[config.mk]
export PLATFORM = sky130hd
export DESIGN_NAME = float_to_int
export DESIGN_NICKNAME = d
export VERILOG_FILES = /design/src/rtl/float_pkg.sv /design/src/rtl/float_to_int_shifter.sv /design/src/rtl/float_to_int.sv
export SDC_FILE = /design/constraint.sdc
export NUM_CORES = 1
export LEC_CHECK = 0
export CAP_MARGIN = 20
export CORE_MARGIN = 5
export CORE_UTILIZATION = 37
export DETAILED_ROUTE_END_ITERATION = 16
export HOLD_SLACK_MARGIN = 0.1
export PLACE_DENSITY = 0.65
export SLEW_MARGIN = 20
export SYNTH_ARGS = -nofsm -noshare
export SYNTH_HDL_FRONTEND = slang
export SYNTH_SLANG_ARGS = --single-unit
[constraint.sdc]
create_clock -name clk -period 11.1 [get_ports clk]
set_input_delay 2.775 -clock clk [delete_from_list [all_inputs] [get_ports clk]]
set_output_delay 2.775 -clock clk [all_outputs]
set_load 0.02 [all_outputs]
[src/rtl/float_pkg.sv]
// float_pkg: IEEE-754 single-precision field layout, numeric constants and
// the operand classification shared by the float_to_int converter and the
// upstream floor stage.
package float_pkg;

  localparam int SIGN_BIT = 31;
  localparam int EXP_MSB  = 30;
  localparam int EXP_LSB  = 23;
  localparam int FRAC_W   = 23;
  localparam int EXP_W    = EXP_MSB - EXP_LSB + 1;

  localparam logic [EXP_W-1:0] EXP_BIAS    = 8'd127;
  localparam logic [EXP_W-1:0] EXP_MAX     = 8'd255;
  localparam logic [EXP_W-1:0] INT_BIG_EXP = 8'd158;

  // Operand classes as seen by an integer conversion. SMALL covers zero and
  // denormals as well as any magnitude below 1.0; BIG is |x| >= 2^31.
  typedef enum logic [2:0] {
    NAN    = 3'd0,
    INF    = 3'd1,
    BIG    = 3'd2,
    SMALL  = 3'd3,
    NORMAL = 3'd4
  } fclass_e;

  function automatic fclass_e classify(input logic [EXP_W-1:0] e,
                                       input logic [FRAC_W-1:0] f);
    fclass_e c;
    if (e == EXP_MAX) begin
      c = (f != '0) ? NAN : INF;
    end else if (e < EXP_BIAS) begin
      c = SMALL;
    end else if (e >= INT_BIG_EXP) begin
      c = BIG;
    end else begin
      c = NORMAL;
    end
    return c;
  endfunction

endpackage

[src/rtl/float_to_int_shifter.sv]
// float_to_int_shifter: combinational alignment of the 24-bit mantissa to an
// integer magnitude for an unbiased exponent k in 0..30. Left shift for
// k >= 23, right shift (truncation) otherwise. When FLOAT_TO_INT_FLAGS_EN is
// defined a sticky bit reports whether any 1 was shifted out.
module float_to_int_shifter
  import float_pkg::*;
(
  input  logic [FRAC_W:0] mant,
  input  logic [4:0]      k,
  output logic [31:0]     mag
`ifdef FLOAT_TO_INT_FLAGS_EN
  ,
  output logic            sticky
`endif
);

  logic [4:0] lsh;
  logic [4:0] rsh;

  // Pick the shift direction; the magnitude never reaches bit 31 for k <= 30.
  always_comb begin
    lsh = k - 5'(FRAC_W);
    rsh = 5'(FRAC_W) - k;
    if (k >= 5'(FRAC_W)) begin
      mag = {8'd0, mant} << lsh;
    end else begin
      mag = {8'd0, mant >> rsh};
    end
  end

`ifdef FLOAT_TO_INT_FLAGS_EN
  logic [FRAC_W:0] drop_mask;

  // Any set bit below the binary point means the truncation lost information.
  always_comb begin
    drop_mask = ({{FRAC_W{1'b0}}, 1'b1} << rsh) - {{FRAC_W{1'b0}}, 1'b1};
    sticky    = (k < 5'(FRAC_W)) && ((mant & drop_mask) != '0);
  end
`endif

endmodule

[src/rtl/float_to_int.sv]
// float_to_int: pipelined IEEE-754 single -> signed 32-bit integer converter,
// truncating toward zero, with saturation and a fixed NaN code.
// Stages: S1 decode/classify, S2 mantissa shift, S3 sign/saturate result.
// All stages share one advance signal, so a stalled consumer freezes the
// whole pipe and in_ready simply mirrors that advance.
// Build macro FLOAT_TO_INT_FLAGS_EN adds the out_invalid/out_inexact outputs.
module float_to_int
  import float_pkg::*;
#(
  parameter logic [31:0] NAN_RESULT = 32'h8000_0000,
  parameter logic [31:0] POS_SAT    = 32'h7FFF_FFFF,
  parameter logic [31:0] NEG_SAT    = 32'h8000_0000
) (
  input  logic        clk,
  input  logic        rst,
  input  logic [31:0] in_a,
  input  logic        in_valid,
  output logic        in_ready,
  output logic [31:0] out_z,
  output logic        out_valid,
  input  logic        out_ready
`ifdef FLOAT_TO_INT_FLAGS_EN
  ,
  output logic        out_invalid,
  output logic        out_inexact
`endif
);

  logic adv;

  logic            s1_valid_d, s1_valid_q;
  logic            s1_sign_d,  s1_sign_q;
  logic [4:0]      s1_k_d,     s1_k_q;
  logic [FRAC_W:0] s1_mant_d,  s1_mant_q;
  fclass_e         s1_class_d, s1_class_q;

  logic            s2_valid_d, s2_valid_q;
  logic            s2_sign_d,  s2_sign_q;
  fclass_e         s2_class_d, s2_class_q;
  logic [31:0]     s2_mag_d,   s2_mag_q;

  logic            out_valid_d, out_valid_q;
  logic [31:0]     out_z_d,     out_z_q;

  logic [31:0]     sh_mag;
  logic [31:0]     result;

`ifdef FLOAT_TO_INT_FLAGS_EN
  logic            sh_sticky;
  logic            s1_nonzero_d,  s1_nonzero_q;
  logic            s2_nonzero_d,  s2_nonzero_q;
  logic            s2_sticky_d,   s2_sticky_q;
  logic            out_invalid_d, out_invalid_q;
  logic            out_inexact_d, out_inexact_q;
`endif

  assign adv       = !out_valid_q || out_ready;
  assign in_ready  = adv;
  assign out_z     = out_z_q;
  assign out_valid = out_valid_q;
`ifdef FLOAT_TO_INT_FLAGS_EN
  assign out_invalid = out_invalid_q;
  assign out_inexact = out_inexact_q;
`endif

  float_to_int_shifter u_shifter (
    .mant   (s1_mant_q),
    .k      (s1_k_q),
    .mag    (sh_mag)
`ifdef FLOAT_TO_INT_FLAGS_EN
    ,
    .sticky (sh_sticky)
`endif
  );

  // Final integer from class, sign and aligned magnitude.
  always_comb begin
    case (s2_class_q)
      NAN:      result = NAN_RESULT;
      INF, BIG: result = s2_sign_q ? NEG_SAT : POS_SAT;
      SMALL:    result = 32'd0;
      default:  result = s2_sign_q ? (32'd0 - s2_mag_q) : s2_mag_q;
    endcase
  end

  // Next state for all stages; everything holds unless the pipe advances,
  // and out_z only changes when a valid item lands in the output stage.
  always_comb begin
    s1_valid_d  = s1_valid_q;
    s1_sign_d   = s1_sign_q;
    s1_k_d      = s1_k_q;
    s1_mant_d   = s1_mant_q;
    s1_class_d  = s1_class_q;
    s2_valid_d  = s2_valid_q;
    s2_sign_d   = s2_sign_q;
    s2_class_d  = s2_class_q;
    s2_mag_d    = s2_mag_q;
    out_valid_d = out_valid_q;
    out_z_d     = out_z_q;
`ifdef FLOAT_TO_INT_FLAGS_EN
    s1_nonzero_d  = s1_nonzero_q;
    s2_nonzero_d  = s2_nonzero_q;
    s2_sticky_d   = s2_sticky_q;
    out_invalid_d = out_invalid_q;
    out_inexact_d = out_inexact_q;
`endif
    if (adv) begin
      // S1: the low five bits of e minus the bias give k modulo 32, which
      // is exact over the NORMAL exponent range 127..157.
      s1_valid_d = in_valid;
      s1_sign_d  = in_a[SIGN_BIT];
      s1_k_d     = in_a[EXP_LSB+4:EXP_LSB] - EXP_BIAS[4:0];
      s1_mant_d  = {1'b1, in_a[FRAC_W-1:0]};
      s1_class_d = classify(in_a[EXP_MSB:EXP_LSB], in_a[FRAC_W-1:0]);

      s2_valid_d = s1_valid_q;
      s2_sign_d  = s1_sign_q;
      s2_class_d = s1_class_q;
      s2_mag_d   = sh_mag;

      out_valid_d = s2_valid_q;
      if (s2_valid_q) begin
        out_z_d = result;
      end
`ifdef FLOAT_TO_INT_FLAGS_EN
      s1_nonzero_d = (in_a[EXP_MSB:0] != '0);
      s2_nonzero_d = s1_nonzero_q;
      s2_sticky_d  = sh_sticky;
      if (s2_valid_q) begin
        out_invalid_d = (s2_class_q == NAN) || (s2_class_q == INF) ||
                        (s2_class_q == BIG);
        out_inexact_d = ((s2_class_q == SMALL) && s2_nonzero_q) ||
                        ((s2_class_q == NORMAL) && s2_sticky_q);
      end
`endif
    end
  end

  // Pipeline registers; reset empties the pipe and clears all data.
  always_ff @(posedge clk or posedge rst) begin
    if (rst) begin
      s1_valid_q  <= 1'b0;
      s1_sign_q   <= 1'b0;
      s1_k_q      <= '0;
      s1_mant_q   <= '0;
      s1_class_q  <= NAN;
      s2_valid_q  <= 1'b0;
      s2_sign_q   <= 1'b0;
      s2_class_q  <= NAN;
      s2_mag_q    <= '0;
      out_valid_q <= 1'b0;
      out_z_q     <= '0;
`ifdef FLOAT_TO_INT_FLAGS_EN
      s1_nonzero_q  <= 1'b0;
      s2_nonzero_q  <= 1'b0;
      s2_sticky_q   <= 1'b0;
      out_invalid_q <= 1'b0;
      out_inexact_q <= 1'b0;
`endif
    end else begin
      s1_valid_q  <= s1_valid_d;
      s1_sign_q   <= s1_sign_d;
      s1_k_q      <= s1_k_d;
      s1_mant_q   <= s1_mant_d;
      s1_class_q  <= s1_class_d;
      s2_valid_q  <= s2_valid_d;
      s2_sign_q   <= s2_sign_d;
      s2_class_q  <= s2_class_d;
      s2_mag_q    <= s2_mag_d;
      out_valid_q <= out_valid_d;
      out_z_q     <= out_z_d;
`ifdef FLOAT_TO_INT_FLAGS_EN
      s1_nonzero_q  <= s1_nonzero_d;
      s2_nonzero_q  <= s2_nonzero_d;
      s2_sticky_q   <= s2_sticky_d;
      out_invalid_q <= out_invalid_d;
      out_inexact_q <= out_inexact_d;
`endif
    end
  end

endmodule

# Word level (Yosys, flattened, before mapping)
# Index checks and enable logic that the tools add are counted.
# totals
wordCells,38
inputBits,36
output_inout_bits,34
regBits,104
# op_classes
reduce_logical,6
shift,2
n_addsub,4
mux,8
eq_ne,4
order_cmp,3
# ops
op,count
32-bit 2-to-1 mux,3
32-bit one-hot mux with 3 select lines,1
24-bit by 5-bit << shifter with 32-bit output,1
"1-bit by 32-bit subtractor with 32-bit output, first input constant",1
24-bit by 5-bit right shift with 24-bit output,1
23-bit nonzero test,1
"5-bit subtractor, second input constant",2
3-bit 2-to-1 mux,3
"8-bit equality test, second input constant",1
"8-bit greater-or-equal comparator, second input constant",1
"8-bit by 7-bit < comparator with 1-bit output, second input constant",1
"3-bit by 2-bit equality test with 1-bit output, second input constant",2
"5-bit greater-or-equal comparator, second input constant",1
"5-bit subtractor, first input constant",1
"3-bit by 1-bit equality test with 1-bit output, second input constant",1
3-bit zero test,1
2-bit AND reduction,1
2-bit OR reduction,1
1-bit zero test,1
1-bit logical OR,1
1-bit 2-to-1 mux,1

# Logic depth before layout (Yosys ltp)
# Gate-level depths: netlist (run 1).
# logic_depth
ltp_word,4
ltp_mapped,10
ltp_nobuf,7

# Hierarchy
# From an unflattened synthesis (run 1), not the netlist that was laid out.
# hier_totals
hier_cells,945
hier_area_um2,8237.9
# modules_own_cells
mod,seq_area_each_um2,instances,cells_per_inst,area_per_inst_um2
float_to_int,2602.5,1,597,5186.2
float_to_int_shifter,0.0,1,348,3051.7

# Least setup slack after synthesis (run 1)
# OpenSTA, ideal clock, no wires.
# synth_path
path_kind,in2out
startpoint,input out_ready
endpoint,output in_ready
t_arrival_ns,3.621
path_stages,4
path_buffers,2
required_ns,8.325
setup_slack_ns,4.704
cell_sequence,nor2b_1 > inv_2 > clkbuf_1 > clkbuf_1
# synth_between
elab_chain_cells,1
# synth_lines
item,line,rtl
from (decl),float_to_int.sv:21,input logic out_ready
1-bit logical OR,float_to_int.sv:57,assign adv = !out_valid_q || out_ready;
to (decl),float_to_int.sv:18,"output logic in_ready,"
# Every way passes these cells.

# Final worst setup path (run 1)
# Ends and elaborated chain as after synthesis.

==> impl_metrics.json, run 1 <==
{
  "run_status": "complete, no violations",
  "die_w_um": 158.4,
  "max_slew_margin_pct": 31.79,
  "synth_cells": 932,
  "cts_max_path_buffers": 2,
  "cts_resized": 0,
  "worst-path-buf-inv": 5,
  "clk_pin_slew_ns": 0.08,
  "layout-drive-gt1-share_pct": 11.61,
  "synth-xor-area-share_pct": 2.472,
  "drt_pass1_iterations": 5,
  "grt_max_degree": 74,
  "worst_pin_slew_ns": 1.023,
  "synth_top_area_cell": "dfrtp_1",
  "clk_latency_ns": 0.37,
  "wirelength_mm": 24.64,
  "drc": 0,
  "core-area_um2": 21760,
  "die_h_um": 158.4,
  "ys_types": 72,
  "track_usage_pct": 19.57,
  "worstPathArrival_ns": 5.10,
  "root_buffer": "clkbuf_16",
  "ir_worst_vdd_mv": 0.1011,
  "leakage_uw": 0.003806,
  "slew_violations": 0,
  "gp_congestion": 0.9611,
  "post-route-min-period_ns": 7.877,
  "synthAdderAreaFrac_pct": 1.044,
  "wl_per_cell_um": 19.93,
  "startpoint_type": "input port",
  "required_ns": 8.33,
  "rsz0062_at_grt": "no",
  "initial_utilization_pct": 37.45,
  "hold_buffers": 0,
  "critPathTopFamily": "buffers and inverters",
  "cpPeakStageDelay_ns": 0.74,
  "powerDensity_nw_per_um2": 291.2,
  "synth_top_family_by_area": "multiplexers",
  "viasPerCell": 6.086,
  "synth_edf_count": 0,
  "synth_nets": 974,
  "dr.first_iter.drc_count": 698,
  "regArea_um2": 2604,
  "grt_overflow": 0,
  "hp-class": "flop to flop",
  "netlist_top_cells_area": "dfrtp_1, mux4_2, mux2i_1",
  "hold_viol": 0,
  "synth_simple_gate_area_share_pct": 20.67,
  "cts_tree": "yes",
  "dp_hpwl_mm": 17.63,
  "fmax_mhz": 127.0,
  "grt_pass1_vias": 6966,
  "ys_ff_latch": 104,
  "multiInputGateArea_um2": 5215,
  "rows": 54,
  "port_buffers": 69,
  "worstHoldStart": "s1_class_q[0]$_DFFE_PP0N_",
  "synthMuxAreaShare_pct": 20.78,
  "synth_area_um2": 8148,
  "synth-compound-area-share_pct": 18.50,
  "antennaDiodeCount": 0,
  "dieArea_um2": 25090,
  "cap_violations": 0,
  "seq_area_frac_synth_pct": 31.94,
  "drt.antenna.violating_nets": 0,
  "layout.nets": 993,
  "grt_pass1_wl_mm": 39.16,
  "ys.flop_type": "dfrtp_1",
  "io_pins": 70,
  "vias": 7522,
  "critPathSlowestCell": "clkdlybuf4s50_1",
  "cts_sinks": 104,
  "final_core_util_pct": 42.98,
  "avgSynthCellArea_um2": 8.742,
  "antenna_found_initial": 0,
  "end_kind": "output port",
  "post_cts_buffers": 0,
  "clock_skew_ns": 0.01307,
  "h-tree-depth": 3,
  "startpoint": "out_ready",
  "syn_to_final_growth_pct": 14.77,
  "fillCellCount": 2185,
  "reg2reg_from": "s1_k_q[0]$_DFFE_PP0N_",
  "path_class": "input port to output port",
  "synthArstFlopShare_pct": 100.0,
  "finalCritPeriodShare_pct": 70.96,
  "p_total_uw": 2723,
  "finalSetupViolations": 0,
  "ys_warn_count": 0,
  "path_max_fanout": 73,
  "numCtsBuffers": 9,
  "crit_chain": "clkdlybuf4s50_1 > nor2b_4 > buf_4 > inv_2 > buf_4 > clkdlybuf4s50_1",
  "tns_ns": 0,
  "synth_top_area_share_pct": 31.94
}
registers in the layout (all words and copies together), names as in the netlist:
signal	flops
out_valid	1
s1_class_q	3
s1_k_q	5
s2_mag_q	32
s1_sign_q	1
out_z	32
s1_mant_q	24
s2_valid_q	1
s1_valid_q	1
s2_sign_q	1
s2_class_q	3
cell families after synthesis:
group,count (synthesis)
AO/OA/AOI/OAI,227
flip-flops,104
multiplexers,123
adder cells (fa/ha/maj),7
buffers and inverters,95
AND/OR/NAND/NOR,353
XOR/XNOR,23
final timing paths:
check	to	slack, ns	depth (start not counted)
max in group asynchronous	s1_k_q[0]$_DFFE_PP0N_	6.98	3
max reg2reg	s2_mag_q[10]$_DFFE_PP0N_	7.54	7
min reg2reg	s2_class_q[0]$_DFFE_PP0N_	0.47	2
max	in_ready	3.22	6
min	s2_class_q[0]$_DFFE_PP0N_	0.47	2
min in group asynchronous	out_z[30]$_DFFE_PP0P_	2.77	2
power by group:
part,switching [uW],internal (uW),leakage [uW],total [uW]
clock network,161,180,0.000151,341
logic,975,690,0.00240,1660
registers,195,523,0.00126,718
total,1330,1390,0.00381,2720
cells in the final DEF (no fill, tap or decap), types with 16 or more instances in the layout:
cell type / count
clkdlybuf4s50_1: 69
nand3_1: 24
mux2_2: 29
o211ai_1: 18
nand2_1: 154
o21ai_0: 47
nor3_1: 16
dfrtp_1: 103
mux2i_1: 60
nor2_1: 60
inv_1: 18
a21oi_1: 57
mux4_2: 34
and3_1: 18
final cells by class:
cell class / count / area share (%)
sequential: 104 / 27.84
tap: 280 / 3.746
timing repair buffer: 82 / 8.429
clock buffer: 9 / 2.408
inverter: 21 / 0.8697
clock inverter: 7 / 0.9366
multi-input combinational: 733 / 55.77
synthesized netlist by cell type, types with 5 or more instances:
master     number
nand4_1         5
buf_1          13
or3_1           9
nand2_1       154
ha_1            6
o21ai_0        47
nor2b_1         7
o311ai_0        5
nor4_1         14
nand2b_1        8
a22oi_1         9
xnor2_1        11
or4_1           9
a211oi_1       10
nand3_1        24
inv_1          19
and2_1          7
dfrtp_1       104
and3_1         18
clkbuf_1       49
nor2_1         60
mux4_2         34
mux2i_1        60
a31oi_1         6
a21oi_1        57
o211ai_1       18
o2111ai_1      10
nor3_1         16
a221oi_1        8
o31ai_1         6
buf_2          11
o22ai_1        14
xor2_1         12
mux2_2         29
per-layer routing:
metal	track usage (%)	share of wire, %	vias up
met3	4.485	8.5	37
met2	30.19	46	338
met4	4.630	1.6	0
li1	-	-	3534
met5	0	0	-
met1	28.03	44	3613
metrics by stage:
stage	hold slack, ns	cells	setup WS, ns	area (um^2)
2_1_floorplan	0.4386	932	4.704	8148
3_3_place_gp	0.4509	1220	3.236	9031
3_5_place_dp	0.4565	1220	3.225	9031
4_1_cts	0.4711	1236	3.222	9344
5_1_grt	0.4920	1236	3.112	9351
6_report	0.4675	1236	3.223	9351
worst reg2reg max path: stages, from the launching register on:
cell,delay (ns)
dfrtp_2,0.34
buf_4,0.63
ha_1,0.58
nand4b_1,0.51
a21oi_1,0.76
nand2_1,0.17
o31a_1,0.39
o21ai_0,0.11
Power figures use the tool's default switching activity.
==> run 2, diff against run 1 <==
Clock period 11.1 ns to 7.65 ns, I/O delays scaled along.
==> run 2 against run 1 <==
Clock skew is 0.0011 ns lower. Global-route usage is 0.43 points higher. Core utilization is 0.20 points higher.
==> impl_metrics.json, run 2 (synthesis gave the netlist of run 1 again) <==
{
  "run_status": "complete, no violations",
  "grt_max_degree": 73,
  "drt.antenna.violating_nets": 0,
  "cts_sinks": 104,
  "hold_path_depth": 2,
  "final_common_cell": "nand2_1",
  "layout.nets": 993,
  "dr.first_iter.drc_count": 645,
  "path_class": "input port to output port",
  "crit_top_cell": "clkdlybuf4s50_1",
  "fillCellCount": 2204,
  "crit_chain": "clkdlybuf4s50_1 > nor2b_4 > inv_2 > clkdlybuf4s50_1",
  "powerDensity_nw_per_um2": 427.7,
  "finalCritPeriodShare_pct": 66.17,
  "combPwrFrac_pct": 59.9,
  "io_pins": 70,
  "ir_worst_vdd_mv": 0.2028,
  "slew_violations": 0,
  "antennaDiodeCount": 0,
  "wl_per_cell_um": 20.11,
  "worstHoldStart": "s1_valid_q$_DFFE_PP0N_",
  "hold_viol": 0,
  "p_sw_share_pct": 47.92,
  "grt_pass1_vias": 7026,
  "hold_buffers": 0,
  "power_frac_seq_pct": 26.1,
  "h-tree-depth": 3,
  "critPathTopFamily": "buffers and inverters",
  "syn_to_final_growth_pct": 15.29,
  "post-route-min-period_ns": 5.062,
  "finalSetupViolations": 0,
  "layout-drive-gt1-share_pct": 11.51,
  "grt_overflow": 0,
  "dp_hpwl_mm": 17.79,
  "hold_ws_ns": 0.4741,
  "dieArea_um2": 25090,
  "tns_ns": 0,
  "cpPeakStageDelay_ns": 0.53,
  "clk_latency_ns": 0.37,
  "r2r_cells": 7,
  "cts_resized": 0,
  "antenna_found_initial": 0,
  "hp-class": "flop to flop",
  "end_kind": "output port",
  "gp_congestion": 0.9345,
  "clock_skew_ns": 0.01198,
  "reg2reg_from": "s1_k_q[0]$_DFFE_PP0N_",
  "drc": 0,
  "root_buffer": "clkbuf_16",
  "final_cell_mix": "nand2_1, dfrtp_1, clkdlybuf4s50_1",
  "die_w_um": 158.4,
  "fmax_mhz": 197.6,
  "rows": 54,
  "reg2reg_to": "s2_mag_q[10]$_DFFE_PP0N_",
  "power.net_switching_uw": 1925,
  "core-area_um2": 21760,
  "p_clk_share_pct": 14.0,
  "wirelength_mm": 24.85,
  "clk_pin_slew_ns": 0.07,
  "initial_utilization_pct": 37.45,
  "regToRegSetupSlack_ns": 3.95,
  "die_h_um": 158.4,
  "grt_pass1_wl_mm": 39.79,
  "required_ns": 5.74,
  "startpoint_type": "input port",
  "worst_pin_slew_ns": 1.202,
  "viasPerCell": 6.121,
  "worst-path-buf-inv": 3,
  "numCtsBuffers": 9,
  "drt_pass1_iterations": 6,
  "cts_tree": "yes",
  "track_usage_pct": 19.99,
  "p_int_uw": 2093,
  "hold-path-endpoint": "s1_valid_q$_DFFE_PP0N_",
  "max_slew_margin_pct": 19.29,
  "port_buffers": 69,
  "worstPathArrival_ns": 3.15,
  "leakage_uw": 0.003825,
  "critPathSlowestCell": "clkdlybuf4s50_1",
  "path_max_fanout": 3,
  "cts_max_path_buffers": 2,
  "vias": 7565,
  "post_cts_buffers": 0,
  "rsz0062_at_grt": "no",
  "cap_violations": 0
}
==> run 2: final cells by class <==
type                    count  area (um^2)  share of cell area, %
inverters                  21        81.33                 0.8657
clock inverters             6        123.9                  1.319
flip-flops and latches    104         2604                  27.72
clock buffers              10        239.0                  2.544
repair buffers             82        788.3                  8.391
well taps                 280        350.3                  3.729
multi-input cells         733         5207                  55.43
==> run 2: how the worst max path moves through the flow <==
stage | start | endpoint | slack, ns | depth (start not counted)
after floorplan | out_ready | in_ready | 2.98 | 4
after CTS | out_ready | in_ready | 2.57 | 4
after global placement | out_ready | in_ready | 2.57 | 4
after detailed placement | out_ready | in_ready | 2.58 | 4
final | out_ready | in_ready | 2.59 | 4
after global routing | out_ready | in_ready | 2.52 | 4
==> run 2: power groups by stage <==
stage / Combinational [uW] / Clock [uW] / Sequential [uW]
after CTS: 2380 / 574 / 1040
after global placement: 2340 / 0 / 1050
final: 2410 / 563 / 1050
after floorplan: 1610 / 0 / 1050
after global routing: 2600 / 594 / 1090
after detailed placement: 2360 / 0 / 1050
==> run 2: metrics by stage <==
stage	setup slack [ns]	util [%]	area [um^2]	instances	total power [uW]
after global placement	2.569	41.51	9031	1220	3392
after detailed placement	2.579	41.51	9031	1220	3416
final	2.588	43.18	9394	1236	4018
after CTS	2.570	43.18	9394	1236	3995
after global routing	2.524	43.18	9394	1236	4285
after floorplan	2.979	-	8148	932	2659
==> run 2: layer usage <==
layer	global-route usage, %	part of all wire, %
met4	6.133	2.4
met2	29.85	45
met3	3.778	8.0
met5	0	0
met1	29.40	45
==> run 2: worst register-to-register path, cell delays in order (launching register included) <==
cell	delay (ns)
dfrtp_2	0.34
buf_4	0.63
ha_1	0.59
nand4b_1	0.54
a21oi_1	0.86
nand2_1	0.19
o31a_1	0.39
o21ai_0	0.09
